===== src/rtl/compose_pipe.sv =====
// Parametrised DEPTH-stage register pipeline with optional per-stage inversion,
// stall, flush, per-stage valid tracking, occupancy count and a runtime tap.
module compose_pipe #(
  parameter int WIDTH  = 1,
  parameter int DEPTH  = 4,
  parameter bit INVERT = 1'b1,
  localparam int SW = (DEPTH > 1) ? $clog2(DEPTH) : 1,
  localparam int CW = $clog2(DEPTH + 1)
) (
  input  logic             clk,
  input  logic             reset,
  input  logic             en,
  input  logic             flush,
  input  logic [WIDTH-1:0] d,
  input  logic             d_valid,
  input  logic [SW-1:0]    sel,
  output logic [WIDTH-1:0] q,
  output logic             q_valid,
  output logic [WIDTH-1:0] tap,
  output logic             tap_valid,
  output logic [CW-1:0]    count
);

  logic [WIDTH-1:0] r_s [DEPTH];
  logic [DEPTH-1:0] r_v;
  logic [CW-1:0]    r_count;
  logic             w_v_in;
  logic [WIDTH-1:0] w_tap;
  logic             w_tap_valid;

  // A flushing cycle drops the incoming valid along with everything in flight.
  assign w_v_in = d_valid & ~flush;

  always_ff @(posedge clk) begin
    if (reset) begin
      for (int i = 0; i < DEPTH; i++) begin
        r_s[i] <= '0;
      end
      r_v     <= '0;
      r_count <= '0;
    end else begin
      if (en) begin
        r_s[0] <= INVERT ? ~d : d;
        r_v[0] <= w_v_in;
        for (int i = 1; i < DEPTH; i++) begin
          r_s[i] <= INVERT ? ~r_s[i-1] : r_s[i-1];
          r_v[i] <= r_v[i-1];
        end
      end
      if (flush) begin
        r_v     <= '0;
        r_count <= '0;
      end else if (en) begin
        r_count <= r_count + CW'(w_v_in) - CW'(r_v[DEPTH-1]);
      end
    end
  end

  // Out-of-range sel falls through to the default: the last stage.
  always_comb begin
    w_tap       = r_s[DEPTH-1];
    w_tap_valid = r_v[DEPTH-1];
    for (int i = 0; i < DEPTH; i++) begin
      if (int'(sel) == i) begin
        w_tap       = r_s[i];
        w_tap_valid = r_v[i];
      end
    end
  end

  assign q         = r_s[DEPTH-1];
  assign q_valid   = r_v[DEPTH-1];
  assign tap       = w_tap;
  assign tap_valid = w_tap_valid;
  assign count     = r_count;

endmodule

===== config.mk =====
export PLATFORM = sky130hd
export DESIGN_NAME = compose_pipe
export DESIGN_NICKNAME = d
export VERILOG_FILES = /design/src/rtl/compose_pipe.sv
export SDC_FILE = /design/constraint.sdc
export NUM_CORES = 1
export LEC_CHECK = 0
export ABC_CLOCK_PERIOD_IN_PS = 2100
export BUFFER_PORTS_ARGS = -buffer_cell sky130_fd_sc_hd__buf_2
export CORE_AREA = 3 3 40 42
export DETAILED_ROUTE_END_ITERATION = 8
export DIE_AREA = 0 0 43 45
export PLACE_DENSITY = 0.63
export SETUP_SLACK_MARGIN = 0.2
export SLEW_MARGIN = 20
export SYNTH_ARGS = -nofsm -noshare
export SYNTH_HDL_FRONTEND = slang
export SYNTH_SLANG_ARGS = --single-unit

===== constraint.sdc =====
create_clock -name clk -period 2.1 [get_ports clk]
set_input_delay 0 -clock clk [delete_from_list [all_inputs] [get_ports clk]]
set_output_delay 0 -clock clk [all_outputs]
set_load 0.02 [all_outputs]

# Yosys cells after proc, flatten, opt, wreduce, memory -nomap -nowiden
# Memories as Yosys holds them, arrays and structs flattened.
# Index checks and enable logic that the tools add are counted.
[word_totals]
out_inout_bits = 7
register_bits = 7
memories = 1
ram_bits = 4
inputBits = 8
[op_classes]
addsub = 2
muxes = 17
n_eq_ne = 3
reduce_logical = 2
n_bitwise = 10
[mem_list]
columns = ["name", "depth", "word_bits", "rd", "rd_clocked_by_memory_dff", "wr", "line", "text"]
rows = [
  ["r_s", 4, 1, 4, 0, 4, "24", "logic [WIDTH-1:0] r_s [DEPTH];"],
]
[op_table]
columns = ["operator", "count"]
rows = [
  ["$mux 1", 17],
  ["$not 1->1", 5],
  ["$eq 2x2->1 const B", 2],
  ["$or 1x1->1", 4],
  ["$add 3x1->3", 1],
  ["$sub 3x1->3", 1],
  ["$eq 2x1->1 const B", 1],
  ["$logic_not 2->1", 1],
  ["$reduce_or 2->1", 1],
  ["$and 1x1->1", 1],
]

# Logic depth before layout (Yosys ltp)
# Gate-level depths: netlist of the first run.
[depth]
depth_word = 5
mapped_depth = 8
depth_no_buf = 8

# Worst setup path after synthesis of the first run
# No wires, ideal clock.
[synth_timing]
kind = "register to register"
start = "register r_v[3]"
end = "register r_count[2], in the netlist count[2]"
path_slack_ns = 0.268
n_path_buf = 0
synth_period_minus_slack_ns = 1.832
arrival_time_ns = 1.716
path_stages_with_launch = 8
setup_ns = 0.116
cell_sequence = "dfxtp_1 > ha_1 > inv_1 > ha_1 > fa_1 > xnor2_1 > a211oi_2 > a31o_1"
[synth_between]
elab_chain_cells = 1
[synth_rtl]
columns = ["element", "line", "text"]
rows = [
  ["start: declaration", "25", "logic [DEPTH-1:0] r_v;"],
  ["start signal: indexed assignment", "47", "r_v[i] <= r_v[i-1];"],
  ["$sub 3x1->3", "54", "r_count <= r_count + CW'(w_v_in) - CW'(r_v[DEPTH-1]);"],
  ["end signal: assignment", "54", ""],
  ["end: declaration", "26", "logic [CW-1:0] r_count;"],
]
# Every way passes these cells.
# A chain may end at the register's enable or synchronous reset.

# Final worst setup path of the first run
# Same ends and word-level chain as after synthesis.

==> results of run 1 <==
synth_stat cells:
library cell  instances  area (µm²)
nor2_1               11        41.3
dfxtp_1               7         140
mux2i_1               6        60.1
edfxtp_1              4         120
inv_1                 4        15.0
ha_1                  2        25.0
mux4_2                2        45.0
nand2b_1              2        12.5
a211oi_2              1        12.5
a31o_1                1        8.76
buf_2                 1        5.00
buf_6                 1        11.3
fa_1                  1        20.0
or2_1                 1        6.26
or2_2                 1        6.26
xnor2_1               1        8.76
power breakdown:
part	switching [mW]	internal, mW
Combinational	0.0236	0.0225
Sequential	0.00414	0.229
Clock	0.0678	0.0735
Total	0.0955	0.325
repair_timing:
action / 4_1_cts / 5_1_grt
setup endpoints to repair: 0 / 1
buffers inserted: 0 / 0
gates resized for setup: 0 / 1
hold endpoints to repair: 2 / 0
hold buffers: 2 / 0
state kept, by name, summed over array words and instances, names as in the netlist:
signal and count:
r_s 4, count 3, r_v 4
per-stage QoR:
step                      utilization (%)  hold WS [ns]  area [µm²]  setup WS, ns  instances
after detailed placement             47.5         0.265         611         0.300         73
after floorplan                         -         0.147         538         0.268         46
after CTS                            51.1         0.102         657         0.213         79
after global placement               47.5         0.254         611         0.301         73
final                                51.7         0.104         664         0.298         79
after global routing                 51.7         0.119         664         0.232         79
area by class of cell:
type,instances,area share (%)
clock buffer,4,3.95
inverter,4,2.26
multi-input combinational,29,38.2
sequential,11,39.2
tap,15,2.82
timing repair buffer,16,13.6
worst paths after layout:
check / slack [ns] / to / from / cells past startpoint
worst min register to register: 0.53 / r_v[2] / r_v[2] / 2
worst max register to register: 0.30 / count[2] / r_v[3] / 7
worst max-delay path: 0.30 / count[2] / r_v[3] / 7
worst min-delay path: 0.10 / r_s[0][1] / reset / 2
logic make-up after synthesis:
| family | after synthesis | share of synthesized area, % |
|---|---|---|
| xor gates and xnor gates | 1 | 1.63 |
| AOI/OAI and AO/OA | 2 | 3.95 |
| muxes | 8 | 19.5 |
| buffers and inverters | 6 | 5.81 |
| adders and majority gates | 3 | 8.37 |
| DFF | 11 | 48.4 |
| and+or+nand+nor | 15 | 12.3 |
worst max-delay path: cells and delay by family (launching register included):
kind	cells	cell delay, ns
adders and majority gates	3	0.87
DFF	1	0.33
AOI/OAI and AO/OA	2	0.27
xor gates and xnor gates	1	0.20
buffers and inverters	1	0.04
metal layers:
metal	wire length [µm]	track usage (%)	up-vias
met5	0	0	-
met4	26	10.8	0
met3	53	3.98	4
met2	387	17.7	11
met1	407	14.0	169
li1	-	-	190
==> metrics, run 1 <==
status=finished clean; Post-Syn Nets=57; number of remaining DRC errors=0; RSZ-0062 raised after global routing=false; Slew @ Worst Pin=0.291 ns; layout cells sized above 1=34.4%; CP max stage delay=0.41 ns; clk sinks=11; Syn Std Cell Area=538 µm²; fillers=126; Worst-path clk slew=0.07 ns; number of antenna violations at the first check in global routing=0; Mapped Cells=46; antenna viol nets, final=0; Area Growth Syn to Fin=23.5%; Fin. Hold Viols=0; Ports=15; largest net degree at the start of global routing=11; CTS tree=built; total track usage=12.1%; Avg WL per Cell=11.1 µm; Horiz. Die Dim=43 µm; Max IR drop VDD=0.000278 V; Slowest cell on crit path=fa_1; vias in the first global route=387; # port buffers=14; Ant. Diodes=0; HPWL Detailed=665 µm; Fmax=555 MHz; root buf cell=clkbuf_4; total power=421 µW; Die Height=45 µm; CP Max Fanout=4; post-layout min period=1.80 ns; # rows=13; Yosys Warn Count=0; Worst EP arrival=1.97 ns; Max Cap Violations=0; post-synthesis cell type count=16; Max H-tree Level=1; GPL Wtd Cong=0.624; Post-Route WL=875 µm; Synth Area per Inst=11.7 µm²; Slew HR=80.6%; commonest cells after routing, fill and taps aside=buf_2 (14), nor2_1 (11), dfxtp_1 (7), mux2i_1 (6); via count=374; Max clock buf depth=2; Reg area=260 µm²; most common cell after layout, fill and taps aside=buf_2; footprint of the multi-input gates=254 µm²; fin nets=76; worst skew pair latency=0.27 ns; core area=1280 µm²; CP startpoint kind=flip-flop; clock skew=0.00276 ns; Yosys reg bits=11; Worst EP required=2.26 ns; share of the yosys chip area belonging to registers=48.4%; CP Class=reg -> reg; fin crit share=85.8%; worst path cell trace=ha_1, inv_1, ha_1, fa_1, xnor2_2, a211oi_2, a31o_1; worst min path class=in -> reg; PD cells=633 nW/µm²; Setup crit end kind=flip-flop; Die ar.=1940 µm²; grt ovf=0; first-pass GRT wire length=1610 µm; Pre-Repair DR Iteration Count=4; Pleak=0.312 nW; final setup violating endpoints=0; total CTS buffers=3; DR vias/cell=4.73; Slew Limit Fails=0; initial DRC count=6; Initial Util=41.9%; crit-path most repeated cell=ha_1; setup TNS=0 ns
(Power assumes the default switching activity.)
==> inputs of run 2 (changes only) <==
--- a/config.mk
+++ b/config.mk
@@ -7,10 +7,11 @@
 export LEC_CHECK = 0
 export ABC_CLOCK_PERIOD_IN_PS = 2100
 export BUFFER_PORTS_ARGS = -buffer_cell sky130_fd_sc_hd__buf_2
-export CORE_AREA = 3 3 40 42
+export CAP_MARGIN = 15
+export CORE_MARGIN = 3
+export CORE_UTILIZATION = 39
 export DETAILED_ROUTE_END_ITERATION = 8
-export DIE_AREA = 0 0 43 45
-export PLACE_DENSITY = 0.63
+export PLACE_DENSITY = 0.62
 export SETUP_SLACK_MARGIN = 0.2
 export SLEW_MARGIN = 20
 export SYNTH_ARGS = -nofsm -noshare
==> run 2 against run 1 <==
Effect of this change:
- hold slack worse by 0.013 ns
- via count rose by 0.53%
- sequential share of layout area is the same
- clock skew shrank 0.00078 ns
- sequential cell count is the same
- core utilization grew 3.6 points
- maximum frequency increased by 1.2%
- critical path depth unchanged
==> metrics, run 2 (synthesized netlist as in run 1, its figures left out) <==
total CTS buffers=3 (unchanged); antenna viol nets, final=0 (unchanged); Final Core Density=55.3% (+3.6 points); DR vias/cell=4.82 (+1.8%); Avg WL per Cell=12.2 µm (+10%); reg-to-reg endpoint=count[2]; PD cells=643 nW/µm² (+1.5%); Max H-tree Level=1 (unchanged); clock skew=0.00197 ns (-0.000784 ns); Pleak=0.315 nW (+0.88%); Post-Route WL=951 µm (+8.7%); worst hold start=reset; R2R Setup Slk=0.32 ns (+0.02 ns); CP Launch Point=r_v[3]; Horiz. Die Dim=43.1 µm (+0.33%); CP Class=reg -> reg; Initial Util=44.8% (+2.9 points); Finished Cell Area=664 µm² (unchanged); worst min path class=in -> reg; Max IR drop VDD=0.000534 V (+92%); number of antenna violations at the first check in global routing=0 (unchanged); Non-Filler Instances=78 (-1.3%); largest net degree at the start of global routing=11 (unchanged); Max Cap Violations=0 (unchanged); CTS tree=built; CP startpoint kind=flip-flop; CP endpoint=count[2]; via count=376 (+0.53%); Placed Instances=72 (-1.4%); Worst EP arrival=1.95 ns (-0.02 ns); initial DRC count=2 (-4); Ant. Diodes=0 (unchanged); worst setup margin=0.320 ns (+0.0218 ns); vias in the first global route=404 (+4.4%); RR Startpoint=r_v[3]; total power=427 µW (+1.5%); Worst EP required=2.27 ns (about the same); Reg area=260 µm² (unchanged); Area Growth Syn to Fin=23.5% (unchanged); Slew Limit Fails=0 (unchanged); GPL Wtd Cong=0.657 (+5.3%); pre-CTS WS=0.282 ns (-0.0177 ns); worst skew pair latency=0.27 ns (about the same); # port buffers=14 (unchanged); RSZ-0062 raised after global routing=false; final setup violating endpoints=0 (unchanged); Fin. Hold Viols=0 (unchanged); fin crit share=84.8% (-1.0 points); Placed Instance Area=609 µm² (-0.21%); layout cells sized above 1=35.9% (+1.6 points); clk sinks=11 (unchanged); Slew HR=79.9% (-0.68 points); Die ar.=1860 µm² (-3.8%); number of remaining DRC errors=0 (unchanged); fillers=125 (-0.79%); root buf cell=clkbuf_4; Ports=15 (unchanged); # rows=12 (-1); Fmax=562 MHz (+1.2%); Pre-Repair DR Iteration Count=3 (-1); commonest cells after routing, fill and taps aside=buf_2 (14), nor2_1 (11), dfxtp_1 (7), mux2i_1 (6); first-pass GRT wire length=1730 µm (+7.2%); FF-to-FF path depth=7 (unchanged); CP Max Fanout=4 (unchanged); setup TNS=0 ns (unchanged); status=finished clean; most common cell after layout, fill and taps aside=buf_2; Worst-path clk slew=0.07 ns (about the same); Setup crit end kind=flip-flop; WHS=0.0911 ns (-0.0131 ns); grt ovf=0 (unchanged); post-layout min period=1.78 ns (-0.0218 ns); fin nets=76 (unchanged); total track usage=12.8% (+0.75 points); footprint of the multi-input gates=254 µm² (unchanged); core area=1200 µm² (-6.5%); Max clock buf depth=2 (unchanged); setup repair bufs after CTS=0 (unchanged); Slew @ Worst Pin=0.302 ns (+0.0103 ns); Die Height=43.1 µm (-4.1%)
run 2: changes by cell type in the layout (fill, tap and decap cells not counted):
cell,delta
clkinv_2,+1
clkbuf_1,-1
run 2: worst min-delay path by stage:
stage | to | slack (ns) | cells after the start
final | r_s[0][2] | 0.09 | 2
after global routing | r_s[0][2] | 0.1 | 2
after CTS | r_s[0][2] | 0.09 | 2
after detailed placement | r_v[0] | 0.26 | 3
after global placement | r_v[0] | 0.25 | 3
after floorplan | r_v[0] | 0.15 | 2
run 2: critical path, cell delays in order (launching register included):
cell and delay (ns):
dfxtp_1 0.33, ha_1 0.28, inv_1 0.04, ha_1 0.18, fa_1 0.41, xnor2_2 0.18
a211oi_2 0.09, a31o_1 0.18
run 2: what timing repair did:
item,CTS,global route
hold buffers,2,0
hold endpoints to repair,2,0
setup endpoints to repair,0,1
resized for setup,0,1
run 2: area by class of cell:
cell class                 count  share of cell area [%]
clock buffer                   3                    3.39
inverter                       4                    2.26
timing repair buffer          16                    13.6
tap                           14                    2.64
multi-input combinational     29                    38.2
clock inverter                 1                   0.753
sequential                    11                    39.2
run 2: where the power goes:
part	switching [mW]	internal, mW
sequential	0.00470	0.229
combinational	0.0242	0.0225
clock	0.0761	0.0706
run 2: layer usage:
metal	global-route usage (%)	part of all wire, %	up-vias
li1	-	-	192
met1	15.3	45	171
met2	18.6	47	13
met3	8.47	8.4	0
met4	3.61	0	0
met5	0	0	-
==> inputs of run 3 (changes only) <==
--- a/config.mk
+++ b/config.mk
@@ -5,13 +5,14 @@
 export SDC_FILE = /design/constraint.sdc
 export NUM_CORES = 1
 export LEC_CHECK = 0
-export ABC_CLOCK_PERIOD_IN_PS = 2100
+export ABC_AREA = 1
+export ABC_CLOCK_PERIOD_IN_PS = 1450
 export BUFFER_PORTS_ARGS = -buffer_cell sky130_fd_sc_hd__buf_2
 export CAP_MARGIN = 15
 export CORE_MARGIN = 3
 export CORE_UTILIZATION = 39
 export DETAILED_ROUTE_END_ITERATION = 8
-export PLACE_DENSITY = 0.62
+export PLACE_DENSITY = 0.64
 export SETUP_SLACK_MARGIN = 0.2
 export SLEW_MARGIN = 20
 export SYNTH_ARGS = -nofsm -noshare
==> constraint.sdc (replaced) <==
create_clock -name clk -period 1.45 [get_ports clk]
set_input_delay 0 -clock clk [delete_from_list [all_inputs] [get_ports clk]]
set_output_delay 0 -clock clk [all_outputs]
set_load 0.02 [all_outputs]
==> run 3 against run 2 <==
Effect of this change:
- the flow now finishes with violations (negative setup slack)
- routed wire length increased by 17%
- design area rose by 10%
- combinational power up 85%
- final cell count rose by 33%
- sequential power is 45% higher
- critical path type unchanged
- largest cell class is now multi-input combinational cells
- largest power group unchanged
- highest routed layer unchanged
==> metrics, run 3 <==
Ant. Diodes=0 (unchanged); antenna viol nets, final=0 (unchanged); GPL Wtd Cong=0.791 (+20%); pre-CTS WS=-0.114 ns (-0.397 ns); reg-to-reg endpoint=count[2]; CP startpoint kind=flip-flop; number of antenna violations at the first check in global routing=0 (unchanged); post-synth top area cell=dfxtp_1; count leader, synth=nand2_1; Mapped Cells=69 (+50%); Final Core Density=60.3% (+5.0 points); largest net degree at the start of global routing=11 (unchanged); Worst EP required=1.66 ns (-0.61 ns); failing checks=negative setup slack; HPWL Detailed=877 µm; clock skew=0.00316 ns (+0.00119 ns); footprint of the multi-input gates=277 µm² (+8.9%); CP Launch Point=r_v[3]; Die Height=43.6 µm (+1.0%); fillers=116 (-7.2%); Area Growth Syn to Fin=33.2%; Max clock buf depth=2 (unchanged); commonest cells after routing, fill and taps aside=nand2_1 (15), buf_2 (14), inv_1 (8); Synth Area per Inst=7.98 µm² (-32%); Pleak=0.336 nW (+6.7%); Fin. Hold Viols=0 (unchanged); share of the yosys chip area belonging to registers=47.3% (-1.1 points); PD cells=866 nW/µm² (+35%); first-pass GRT wire length=1850 µm (+6.8%); worst min path class=in -> reg; DR vias/cell=4.81 (-0.27%); CP Class=reg -> reg; ys async rst share=0% (unchanged); worst hold start=reset; post-synthesis cell type count=16 (unchanged); fin nets=102 (+34%); most common cell after layout, fill and taps aside=nand2_1; Worst EP arrival=1.74 ns (-0.21 ns); # port buffers=14 (unchanged); Post-Route WL=1120 µm (+17%); root buf cell=clkbuf_4; share of the synthesized area in the top cell type=25.5% (-0.59 points); Avg WL per Cell=10.7 µm (-12%); via count=500 (+33%); Slew @ Worst Pin=0.195 ns (-0.107 ns); Post-Syn Nets=80 (+40%); setup TNS=-0.145 ns (-0.145 ns); Syn Std Cell Area=551 µm² (+2.3%); FF-to-FF path depth=9 (+2); Initial Util=45.3% (+0.48 points); Slew Limit Fails=0 (unchanged); Die ar.=1900 µm² (+2.0%); fin crit share=105% (+21 points); RR Startpoint=r_v[3]; Fmax=654 MHz (+16%); Pre-Repair DR Iteration Count=3 (unchanged); initial DRC count=9 (+7); Reg area=264 µm² (+1.4%); RSZ-0062 raised after global routing=true; Horiz. Die Dim=43.6 µm (+1.0%); Area contributors post-synth=dfxtp_1 (25%), edfxtp_1 (22%), nand2_1 (11%); post-layout min period=1.53 ns (-0.252 ns); Non-Filler Instances=104 (+33%); total CTS buffers=3 (unchanged); Placed Instances=99 (+38%); Yosys reg bits=11 (unchanged); clk sinks=11 (unchanged); Post-synth EDFFs=4 (unchanged); total track usage=13.1% (+0.25 points); synth cell count leaders=nand2_1 (16), inv_1 (10), dfxtp_1 (7), nand3_1 (7); CP Max Fanout=2 (-2); Synth Flop Type=dfxtp_1; CP endpoint=count[2]; worst setup margin=-0.0785 ns (-0.398 ns); worst skew pair latency=0.27 ns (about the same); layout cells sized above 1=38.9% (+3.0 points); Max IR drop VDD=0.000586 V (+9.7%); CTS tree=built; R2R Setup Slk=-0.08 ns (-0.40 ns); status=complete, but fails checks; core area=1220 µm² (+1.3%); final setup violating endpoints=2 (+2); vias in the first global route=437 (+8.2%); Yosys Warn Count=0 (unchanged); # rows=12 (unchanged); Setup crit end kind=flip-flop; total power=635 µW (+49%); grt ovf=0 (unchanged); Max Cap Violations=0 (unchanged); Max H-tree Level=1 (unchanged); Ports=15 (unchanged); Slew HR=87.0% (+7.1 points); Worst-path clk slew=0.07 ns (about the same); setup repair bufs after CTS=0 (unchanged); number of remaining DRC errors=0 (unchanged)
run 3: timing repair:
action,CTS,global route
hold buffers,1,0
pin swaps,3,0
gates cloned,0,0
resized for setup,0,5
hold endpoints to repair,1,0
setup endpoints to repair,2,2
run 3: cell type report:
cell class	instances	area share [%]
clock buffer	3	3.07
clock inverter	1	0.683
inverter	12	6.14
multi-input combinational	45	37.7
sequential	11	36.0
tap	14	2.39
timing repair buffer	18	14.0
run 3: report_power, final:
group	leakage [nW]	total, mW	switching, mW	internal (mW)
clock network	0.0177	0.208	0.106	0.102
registers	0.101	0.340	0.00864	0.331
logic	0.217	0.0865	0.0532	0.0332
run 3: cells by family (layout without fill, tap and decap cells):
| family | count (synthesis) | in the layout | synth area share (%) |
|---|---|---|---|
| adders and majority gates | 3 | 3 | 8.18 |
| buffers and inverters | 13 | 34 | 10.2 |
| and+or+nand+nor | 34 | 34 | 27.0 |
| AOI/OAI and AO/OA | 8 | 8 | 7.27 |
| DFF | 11 | 11 | 47.3 |
run 3: through the flow:
| step | instance area (µm²) | hold WS [ns] |
|---|---|---|
| floorplan | 582 | 0.158 |
| global placement | 681 | 0.275 |
| detailed placement | 681 | 0.288 |
| CTS | 718 | 0.0106 |
| global route | 733 | 0.0211 |
| finish | 733 | 0.00916 |
run 3: worst min path at each step:
stage | endpoint | slack (ns) | cells after the start
6_report | count[1] | 0.009 | 4
5_1_grt | count[1] | 0.02 | 4
4_1_cts | count[2] | 0.01 | 4
3_5_place_dp | r_s[0][0] | 0.29 | 2
3_3_place_gp | r_s[0][0] | 0.27 | 2
2_1_floorplan | count[2] | 0.16 | 3
run 3: worst max-delay path, cell delays in order (launching register included):
cell and delay, ns:
dfxtp_4 0.35, ha_4 0.26, inv_2 0.03, ha_4 0.14, fa_2 0.35, inv_2 0.06
nand2_2 0.05, nand4_1 0.07, nand2_1 0.05, nor2_1 0.10
run 3: per-layer routing:
| layer | share of wire (%) | up-vias | global-route usage [%] | wire length (µm) |
|---|---|---|---|---|
| li1 | - | 265 | - | - |
| met5 | 0 | - | 0 | 0 |
| met1 | 53 | 221 | 19.8 | 589 |
| met3 | 7.4 | 0 | 6.22 | 83 |
| met4 | 0 | 0 | 1.81 | 0 |
| met2 | 40 | 14 | 16.9 | 444 |
